<file path="src/rtl/pwm_motor_pkg.sv">
// Shared definitions for the PWM motor controller: FSM state encoding and
// saturating duty-step helpers.
package pwm_motor_pkg;

  typedef enum logic [2:0] {
    ST_IDLE = 3'd0,
    ST_INC  = 3'd1,
    ST_DEC  = 3'd2,
    ST_MAX  = 3'd3,
    ST_MIN  = 3'd4
  } state_e;

  // Saturating increment; 32-bit arithmetic leaves headroom above any duty width.
  function automatic int unsigned clamp_up(input int unsigned val,
                                           input int unsigned step,
                                           input int unsigned hi);
    int unsigned sum;
    sum = val + step;
    return (sum > hi) ? hi : sum;
  endfunction

  // Saturating decrement; comparing before subtracting avoids underflow when val < step.
  function automatic int unsigned clamp_dn(input int unsigned val,
                                           input int unsigned step,
                                           input int unsigned lo);
    return (val < lo + step) ? lo : val - step;
  endfunction

endpackage

</file>
<file path="src/rtl/pwm_step_repeat.sv">
// Press-and-hold auto-repeat: emits a one-cycle step pulse after HOLD_CYC
// cycles of continuous press in one direction, repeating every HOLD_CYC cycles.
//   clk, rst  : clock, async active-high reset
//   press     : qualified press request (already gated by limits)
//   dir       : 1 = increase, 0 = decrease
//   step      : one-cycle step pulse
//   step_dir  : direction that accompanies step
module pwm_step_repeat #(
  parameter int unsigned HOLD_CYC = 100
) (
  input  logic clk,
  input  logic rst,
  input  logic press,
  input  logic dir,
  output logic step,
  output logic step_dir
);

  localparam int unsigned   HW        = (HOLD_CYC > 1) ? $clog2(HOLD_CYC) : 1;
  localparam logic [HW-1:0] HOLD_LAST = HW'(HOLD_CYC - 1);

  logic [HW-1:0] hold_q, hold_d;
  logic          prev_press_q, prev_press_d;
  logic          prev_dir_q, prev_dir_d;
  logic          dir_chg;

  always_comb begin
    // A reversal only counts when the previous cycle was itself a press.
    dir_chg      = prev_press_q & (dir != prev_dir_q);
    step         = 1'b0;
    hold_d       = hold_q;
    prev_press_d = press;
    prev_dir_d   = dir;
    if (!press || dir_chg) begin
      hold_d = '0;
    end else if (hold_q == HOLD_LAST) begin
      hold_d = '0;
      step   = 1'b1;
    end else begin
      hold_d = hold_q + 1'b1;
    end
  end

  assign step_dir = dir;

  always_ff @(posedge clk or posedge rst) begin
    if (rst) begin
      hold_q       <= '0;
      prev_press_q <= 1'b0;
      prev_dir_q   <= 1'b0;
    end else begin
      hold_q       <= hold_d;
      prev_press_q <= prev_press_d;
      prev_dir_q   <= prev_dir_d;
    end
  end

endmodule

</file>
<file path="src/rtl/pwm_motor_ctrl.sv">
// PWM speed controller for a DC motor driver with nSLEEP-style enable.
// inc/dec held levels step the duty target with auto-repeat; the applied duty
// is shadowed and only updated at a period wrap (or while disabled).
//   clk, rst : clock, async active-high reset
//   en       : motor enable (low = coast/sleep)
//   inc, dec : synchronised press levels
//   pwm_out  : registered PWM drive
//   nsleep   : registered driver enable
//   duty     : applied duty (high cycles per period)
//   at_max   : target at DUTY_MAX
//   at_min   : target at DUTY_MIN
module pwm_motor_ctrl
  import pwm_motor_pkg::*;
#(
  parameter int unsigned PERIOD    = 2000,
  parameter int unsigned DUTY_INIT = 1000,
  parameter int unsigned DUTY_MIN  = 50,
  parameter int unsigned DUTY_MAX  = 1950,
  parameter int unsigned STEP      = 1,
  parameter int unsigned HOLD_CYC  = 100,
  parameter int unsigned W         = $clog2(PERIOD + 1)
) (
  input  logic         clk,
  input  logic         rst,
  input  logic         en,
  input  logic         inc,
  input  logic         dec,
  output logic         pwm_out,
  output logic         nsleep,
  output logic [W-1:0] duty,
  output logic         at_max,
  output logic         at_min
);

  localparam logic [W-1:0] CNT_LAST = W'(PERIOD - 1);
  localparam logic [W-1:0] D_INIT   = W'(DUTY_INIT);
  localparam logic [W-1:0] D_MIN    = W'(DUTY_MIN);
  localparam logic [W-1:0] D_MAX    = W'(DUTY_MAX);

  logic [W-1:0] cnt_q, cnt_d;
  logic [W-1:0] duty_q, duty_d;
  logic [W-1:0] target_q, target_d;
  logic         pwm_q, pwm_d;
  logic         nsleep_q, nsleep_d;
  state_e       state_q, state_d, next_cls;

  logic inc_p, dec_p, press_eff;
  logic step, step_dir;
  logic at_max_d, at_min_d;

  assign at_max = (target_q == D_MAX);
  assign at_min = (target_q == D_MIN);

  always_comb begin
    inc_p     = en & inc & ~dec;
    dec_p     = en & dec & ~inc;
    // Presses toward a limit already reached never reach the repeat counter.
    press_eff = (inc_p & ~at_max) | (dec_p & ~at_min);
  end

  pwm_step_repeat #(
    .HOLD_CYC (HOLD_CYC)
  ) u_step (
    .clk      (clk),
    .rst      (rst),
    .press    (press_eff),
    .dir      (inc),
    .step     (step),
    .step_dir (step_dir)
  );

  always_comb begin
    target_d = target_q;
    if (step) begin
      target_d = step_dir ? W'(clamp_up(32'(target_q), STEP, DUTY_MAX))
                          : W'(clamp_dn(32'(target_q), STEP, DUTY_MIN));
    end

    cnt_d = '0;
    if (en && cnt_q != CNT_LAST) cnt_d = cnt_q + 1'b1;

    duty_d = duty_q;
    if (!en || cnt_q == CNT_LAST) duty_d = target_q;

    pwm_d    = en & (cnt_q < duty_q);
    nsleep_d = en;
  end

  always_comb begin
    at_max_d = (target_d == D_MAX);
    at_min_d = (target_d == D_MIN);
    // Classification of the post-step target; MAX wins when the limits coincide.
    if (at_max_d && !dec_p)      next_cls = ST_MAX;
    else if (at_min_d && !inc_p) next_cls = ST_MIN;
    else if (inc_p)              next_cls = ST_INC;
    else if (dec_p)              next_cls = ST_DEC;
    else                         next_cls = ST_IDLE;

    state_d = next_cls;
    case (state_q)
      ST_MAX:  if (at_max_d && !dec_p) state_d = ST_MAX;
      ST_MIN:  if (at_min_d && !inc_p && !at_max_d) state_d = ST_MIN;
      default: state_d = next_cls;
    endcase
  end

  always_ff @(posedge clk or posedge rst) begin
    if (rst) begin
      cnt_q    <= '0;
      duty_q   <= D_INIT;
      target_q <= D_INIT;
      pwm_q    <= 1'b0;
      nsleep_q <= 1'b0;
      state_q  <= ST_IDLE;
    end else begin
      cnt_q    <= cnt_d;
      duty_q   <= duty_d;
      target_q <= target_d;
      pwm_q    <= pwm_d;
      nsleep_q <= nsleep_d;
      state_q  <= state_d;
    end
  end

  assign pwm_out = pwm_q;
  assign nsleep  = nsleep_q;
  assign duty    = duty_q;

endmodule

</file>
<file path="config.mk">
export PLATFORM = sky130hd
export DESIGN_NAME = pwm_motor_ctrl
export DESIGN_NICKNAME = d
export VERILOG_FILES = /design/src/rtl/pwm_motor_pkg.sv /design/src/rtl/pwm_step_repeat.sv /design/src/rtl/pwm_motor_ctrl.sv
export SDC_FILE = /design/constraint.sdc
export NUM_CORES = 1
export LEC_CHECK = 0
export ABC_AREA = 1
export CORE_MARGIN = 2
export CORE_UTILIZATION = 61
export CTS_BUF_LIST = sky130_fd_sc_hd__clkbuf_4
export DETAILED_ROUTE_END_ITERATION = 6
export PLACE_DENSITY = 0.82
export SLEW_MARGIN = 10
export SYNTH_ARGS = -nofsm -noshare
export SYNTH_HDL_FRONTEND = slang
export SYNTH_SLANG_ARGS = --single-unit
</file>
<file path="constraint.sdc">
create_clock -name clk -period 2.1 [get_ports clk]
set_input_delay 0.21 -clock clk [delete_from_list [all_inputs] [get_ports clk]]
set_output_delay 0.21 -clock clk [all_outputs]
set_load 0.05 [all_outputs]
</file>
==> qor.yml, run 1 <==
global_routing:
  antenna_found_initial: 0
  grt_overflow: 0
  grt_pass1_wl_mm: 10.8
  grt_use_total_pct: 26.6
  grt_pass1_vias: 2321
  grt_max_degree: 34
timing:
  rsz0062_at_grt: "yes"
  max_freq_mhz: 506
  fin_ws_ns: 0.124
  finalCritPeriodShare_pct: 94.1
  hold_viol: 0
  slew_viol_final: 0
  fin_worst_skew_ns: 0.00863
  setup_viol_count_final: 0
  min_period_ns: 1.98
  tightest_slew_ns: 0.661
  slew_headroom_pct: 55.7
detailed_routing:
  num_vias: 2535
  wl_mm: 6.33
  first_iter_violations: 194
  dr.pass1.iters: 5
  viasPerCell: 5.57
  final_antenna_net_count: 0
  wire_per_inst_um: 13.9
  drcViolationCount: 0
yosys:
  synth_commonest_cells: "nand2_1, inv_1, nor2_1"
  synthTopCellsByArea: "dfrtp_1, nand2_1, dfstp_2"
  postSynth.asyncResetShare_pct: 100
  synth_top_area_share_pct: 28.1
  netlist_area_um2: 2850
  synth-seq-cells: 44
  yosysSeqAreaShare_pct: 39.2
  yosys.area.top_type: "dfrtp_1"
  ys.flop_type: "dfrtp_1"
  synthCells: 381
  postSynthAreaPerCell_um2: 7.47
  synth.most_common_cell: "nand2_1"
  yosysWarnings: 0
  synth_cell_types: 31
  synth_edf_count: 0
  syn-num-nets: 402
floorplan:
  core-area_um2: 4410
  num_rows: 24
  die-area_um2: 5230
  initial_utilization_pct: 64.5
  io_pins: 20
  die_x_um: 72.3
  die_h_um: 72.3
layout:
  n_antenna_cell: 0
  instances_no_fill: 455
  multi_input_area_um2: 1500
  fill_cells: 366
  syn_to_final_growth_pct: 12.4
  regArea_um2: 1120
  fin_nets: 423
  fin_util_pct: 72.4
  drive_above_1_share_pct: 10.9
worst_setup_path:
  endpoint_kind: "register"
  crit_top_cell: "nand2_1"
  crit_fanout: 8
  worst-endpoint-arrival_ns: 2.25
  r2r_slack_ns: 0.12
  cp_slowest_stage_delay_ns: 0.46
  cpMaxStageDelayCell: "dfrtp_2"
  required_ns: 2.37
  crit_type: "reg2reg"
  crit_chain: "ha_1 > inv_1 > nor2_1 > nand3_1 > nand2_1 > nand2_1 > nor2_1 > nand3_2 > nand2_1 > nand2_2 > a21boi_1"
  startpoint_type: "register"
clock_network:
  cts_tree: "done"
  clk-insertion-delay-late_ns: 0.35
  cts_buffers: 5
  cts_root_buf: "clkbuf_4"
  clk_path_buf_depth: 2
  post-cts-setup-buffers: 0
  cts_hold_buf: 0
  cts_resized: 0
  cts.reportedPaths.clkPinSlew_ns: 0.13
  htreeDepth: 2
  clock-sinks: 44
placed_design:
  dp.cells: 447
  dpl_worst_slack_ns: 0.0410
  place_hpwl_mm: 4.89
  routabilityCongestion: 0.957
  portBuffers: 19
hold_path:
  hp-class: "in2async"
job:
  max-cap-violations: 0
pwr:
  p_leak_nw: 1.69
  power.density_nw_per_um2: 477
  total_power_mw: 1.52
  ir_drop_mv: 0.322
status:
  status: "finished, final reports clean"
-- worst max-delay path: cells and delay by family, from the launching register on --
kind / cells / cell delay, ns
compound gates: 1 / 0.21
fa+ha+maj: 1 / 0.31
buf+inv: 1 / 0.09
flops: 1 / 0.46
simple gates: 8 / 0.84
-- cells in the final DEF, fill, tap and decap left out, types with 8 or more instances in the layout --
cell type,Yosys,routed
a21oi_1,19,19
clkdlybuf4s50_1,0,17
dfrtp_1,32,31
dfstp_2,12,12
ha_1,16,16
inv_1,48,47
nand2_1,94,93
nand3_1,27,27
nor2_1,38,38
nor3_1,18,18
o21ai_0,14,14
xor2_1,8,8
-- report_power, final --
group | total [mW] | internal (mW) | leakage, nW | switching (mW)
clock network | 0.410 | 0.141 | 0.0293 | 0.269
registers | 0.896 | 0.879 | 0.527 | 0.0167
logic | 0.219 | 0.0707 | 1.14 | 0.149
total | 1.52 | 1.09 | 1.69 | 0.434
-- area by class of cell --
class	count	area share, %
multi-input combinational	277	47.0
sequential	44	34.9
timing repair buffer	26	8.61
inverter	48	5.63
tap	52	2.03
clock buffer	6	1.41
clock inverter	2	0.352
-- logic make-up after synthesis --
group | Yosys count | share of synthesized area, %
AO/OA/AOI/OAI | 48 | 9.45
XOR/XNOR | 11 | 3.39
flip-flops | 44 | 39.2
AND/OR/NAND/NOR | 202 | 31.8
adder cells (fa/ha/maj) | 16 | 7.04
buffers and inverters | 60 | 9.15
-- sequential cells by signal, indices dropped and copies added, names as in the netlist --
| name | cells |
|---|---|
| nsleep | 1 |
| u_step.hold_q | 7 |
| target_q | 11 |
| duty | 11 |
| pwm_out | 1 |
| u_step.prev_press_q | 1 |
| cnt_q | 11 |
| u_step.prev_dir_q | 1 |
-- through the flow --
step | setup TNS [ns] | instance area (µm²) | hold slack, ns
after floorplan | 0 | 2860 | 0.241
after global placement | 0 | 3120 | 0.461
after detailed placement | 0 | 3120 | 0.462
after CTS | 0 | 3180 | 0.186
after global routing | -0.00448 | 3200 | 0.201
final | 0 | 3200 | 0.170
-- routing by layer --
metal | routed length [µm] | up-vias | track usage [%]
li1 | - | 1276 | -
met1 | 2810 | 1174 | 36.6
met2 | 3040 | 70 | 43.1
met3 | 323 | 15 | 4.03
met4 | 157 | 0 | 9.43
met5 | 0 | - | 0
-- path summary, 6_finish.rpt --
check,start,to,depth (start not counted)
setup reg to reg,target_q[1]$_DFFE_PP0P_,target_q[10]$_DFFE_PP0P_,11
setup / recovery,target_q[1]$_DFFE_PP0P_,target_q[10]$_DFFE_PP0P_,11
min in group clk,inc,u_step.prev_dir_q$_DFF_PP0_,1
max in group asynchronous,rst,target_q[3]$_DFFE_PP1P_,3
hold reg to reg,u_step.hold_q[0]$_DFF_PP0_,u_step.hold_q[0]$_DFF_PP0_,1
hold / removal,rst,u_step.hold_q[4]$_DFF_PP0_,2
Power figures use the tool's default switching activity.
==> run 2, diff against run 1 <==
CORE_ASPECT_RATIO = 1.4   (was default)
==> run 2 against run 1 <==
Critical path depth down 6. Via count up 1.7%. Global-route usage up 1.5 points. Combinational power about the same. Wire length up 1.3%. Die area up 0.15%. Critical path type is now reg2out. Critical endpoint is now at_min.
==> qor.yml, run 2 (synthesis results as in run 1) <==
status:
  status: "finished, final reports clean"
detailed_routing:
  drcViolationCount: 0
  first_iter_violations: 227
  num_vias: 2578
  wire_per_inst_um: 13.8
  dr.pass1.iters: 5
  viasPerCell: 5.54
  final_antenna_net_count: 0
  wl_mm: 6.41
timing:
  tightest_slew_ns: 0.555
  fin_ws_ns: 0.0768
  finalCritPeriodShare_pct: 96.3
  hold_viol: 0
  max_freq_mhz: 494
  setup_viol_count_final: 0
  holdWs_ns: 0.266
  slew_viol_final: 0
  min_period_ns: 2.02
  fin_worst_skew_ns: 0.0186
  slew_headroom_pct: 63.0
placed_design:
  portBuffers: 19
  place_hpwl_mm: 4.72
  routabilityCongestion: 0.911
  placed_area_um2: 3120
  dpl_worst_slack_ns: 0.0614
layout:
  fill_cells: 371
  fin_nets: 423
  layout.cells.most_common_list: "nand2_1, inv_1, nor2_1, dfrtp_1, nand3_1"
  final_area_um2: 3250
  syn_to_final_growth_pct: 14.2
  multi_input_area_um2: 1510
  regArea_um2: 1120
  n_antenna_cell: 0
  drive_above_1_share_pct: 11.4
  layout.cells.most_common: "nand2_1"
worst_setup_path:
  regToRegStartpoint: "target_q[0]$_DFFE_PP0P_"
  startpoint_type: "register"
  r2r_slack_ns: 0.17
  required_ns: 1.89
  crit_type: "reg2out"
  worst-endpoint-arrival_ns: 1.81
  crit_fanout: 4
  worstRegToRegCells: 10
  reg2reg_to: "target_q[10]$_DFFE_PP0P_"
  endpoint_kind: "output port"
clock_network:
  clock-sinks: 44
  cts_hold_buf: 0
  cts_root_buf: "clkbuf_4"
  cts_tree: "done"
  cts_buffers: 5
  cts.reportedPaths.clkPinSlew_ns: 0.14
  clk-insertion-delay-late_ns: 0.37
  htreeDepth: 2
  clk_path_buf_depth: 2
pwr:
  ir_drop_mv: 0.372
  total_power_mw: 1.78
  power.density_nw_per_um2: 549
  p_leak_nw: 1.71
job:
  max-cap-violations: 0
floorplan:
  initial_utilization_pct: 63.2
  io_pins: 20
  num_rows: 29
  core-area_um2: 4500
  die-area_um2: 5230
  die_x_um: 61.7
  die_h_um: 84.8
global_routing:
  grt_pass1_wl_mm: 11.3
  antenna_found_initial: 0
  grt_overflow: 0
  grt_pass1_vias: 2579
  grt_max_degree: 45
  grt_use_total_pct: 28.1
hold_path:
  hp-class: "in2async"
==> run 2: cell types whose count changed in the layout (fill, tap and decap cells not counted), sizes merged <==
cell,previous run,this run
bufinv,0,2
clkinvlp,1,0
clkinv,2,1
==> run 2: layout make-up <==
| class | instances | area share, % |
|---|---|---|
| clock buffers | 6 | 1.39 |
| clock inverters | 2 | 1.85 |
| inverters | 48 | 5.54 |
| multi-input cells | 277 | 46.4 |
| flip-flops and latches | 44 | 34.4 |
| well taps | 62 | 2.39 |
| repair buffers | 26 | 8.09 |
==> run 2: layer usage <==
metal,global-route usage (%),wire [µm],vias to the layer above
li1,-,-,1279
met1,34.9,2630,1187
met3,3.66,264,25
met2,46.6,3270,87
met5,0,0,-
met4,13.3,248,0
==> run 2: worst max-delay path, cell delays in order (launching register included) <==
cell and delay, ns:
dfrtp_1 0.42, inv_1 0.13, ha_1 0.24, inv_1 0.12
nor4_4 0.37, buf_12 0.18
==> run 2: what timing repair did <==
item	4_1_cts	5_1_grt
resized for setup	0	5
setup buffers	0	0
endpoints found under the setup margin	0	11
==> run 2: report_power, final <==
part / internal (mW) / switching (mW)
sequential: 0.879 / 0.0164
clock: 0.385 / 0.287
combinational: 0.0683 / 0.149
==> run 2: how the worst max path moves through the flow <==
stage | from | to | slack [ns] | cells past startpoint
floorplan | target_q[0]$_DFFE_PP0P_ | at_min | 0.12 | 4
global placement | target_q[1]$_DFFE_PP0P_ | target_q[3]$_DFFE_PP1P_ | 0.12 | 11
detailed placement | en | target_q[10]$_DFFE_PP0P_ | 0.06 | 8
CTS | target_q[1]$_DFFE_PP0P_ | target_q[10]$_DFFE_PP0P_ | 0.02 | 10
global route | target_q[5]$_DFFE_PP1P_ | target_q[3]$_DFFE_PP1P_ | -0.04 | 10
finish | target_q[0]$_DFFE_PP0P_ | at_min | 0.08 | 5
==> run 2: stage by stage <==
stage / TNS (ns) / instances / util (%)
floorplan: 0 / 381 / -
global placement: 0 / 457 / 69.4
detailed placement: 0 / 457 / 69.4
CTS: 0 / 465 / 71.7
global route: -0.112 / 465 / 72.2
finish: 0 / 465 / 72.2
==> run 3, diff against run 2 <==
CAP_MARGIN = 20   (was default)
==> results of run 3 <==
The final DEF is identical to that of run 2; final timing and power are the same.
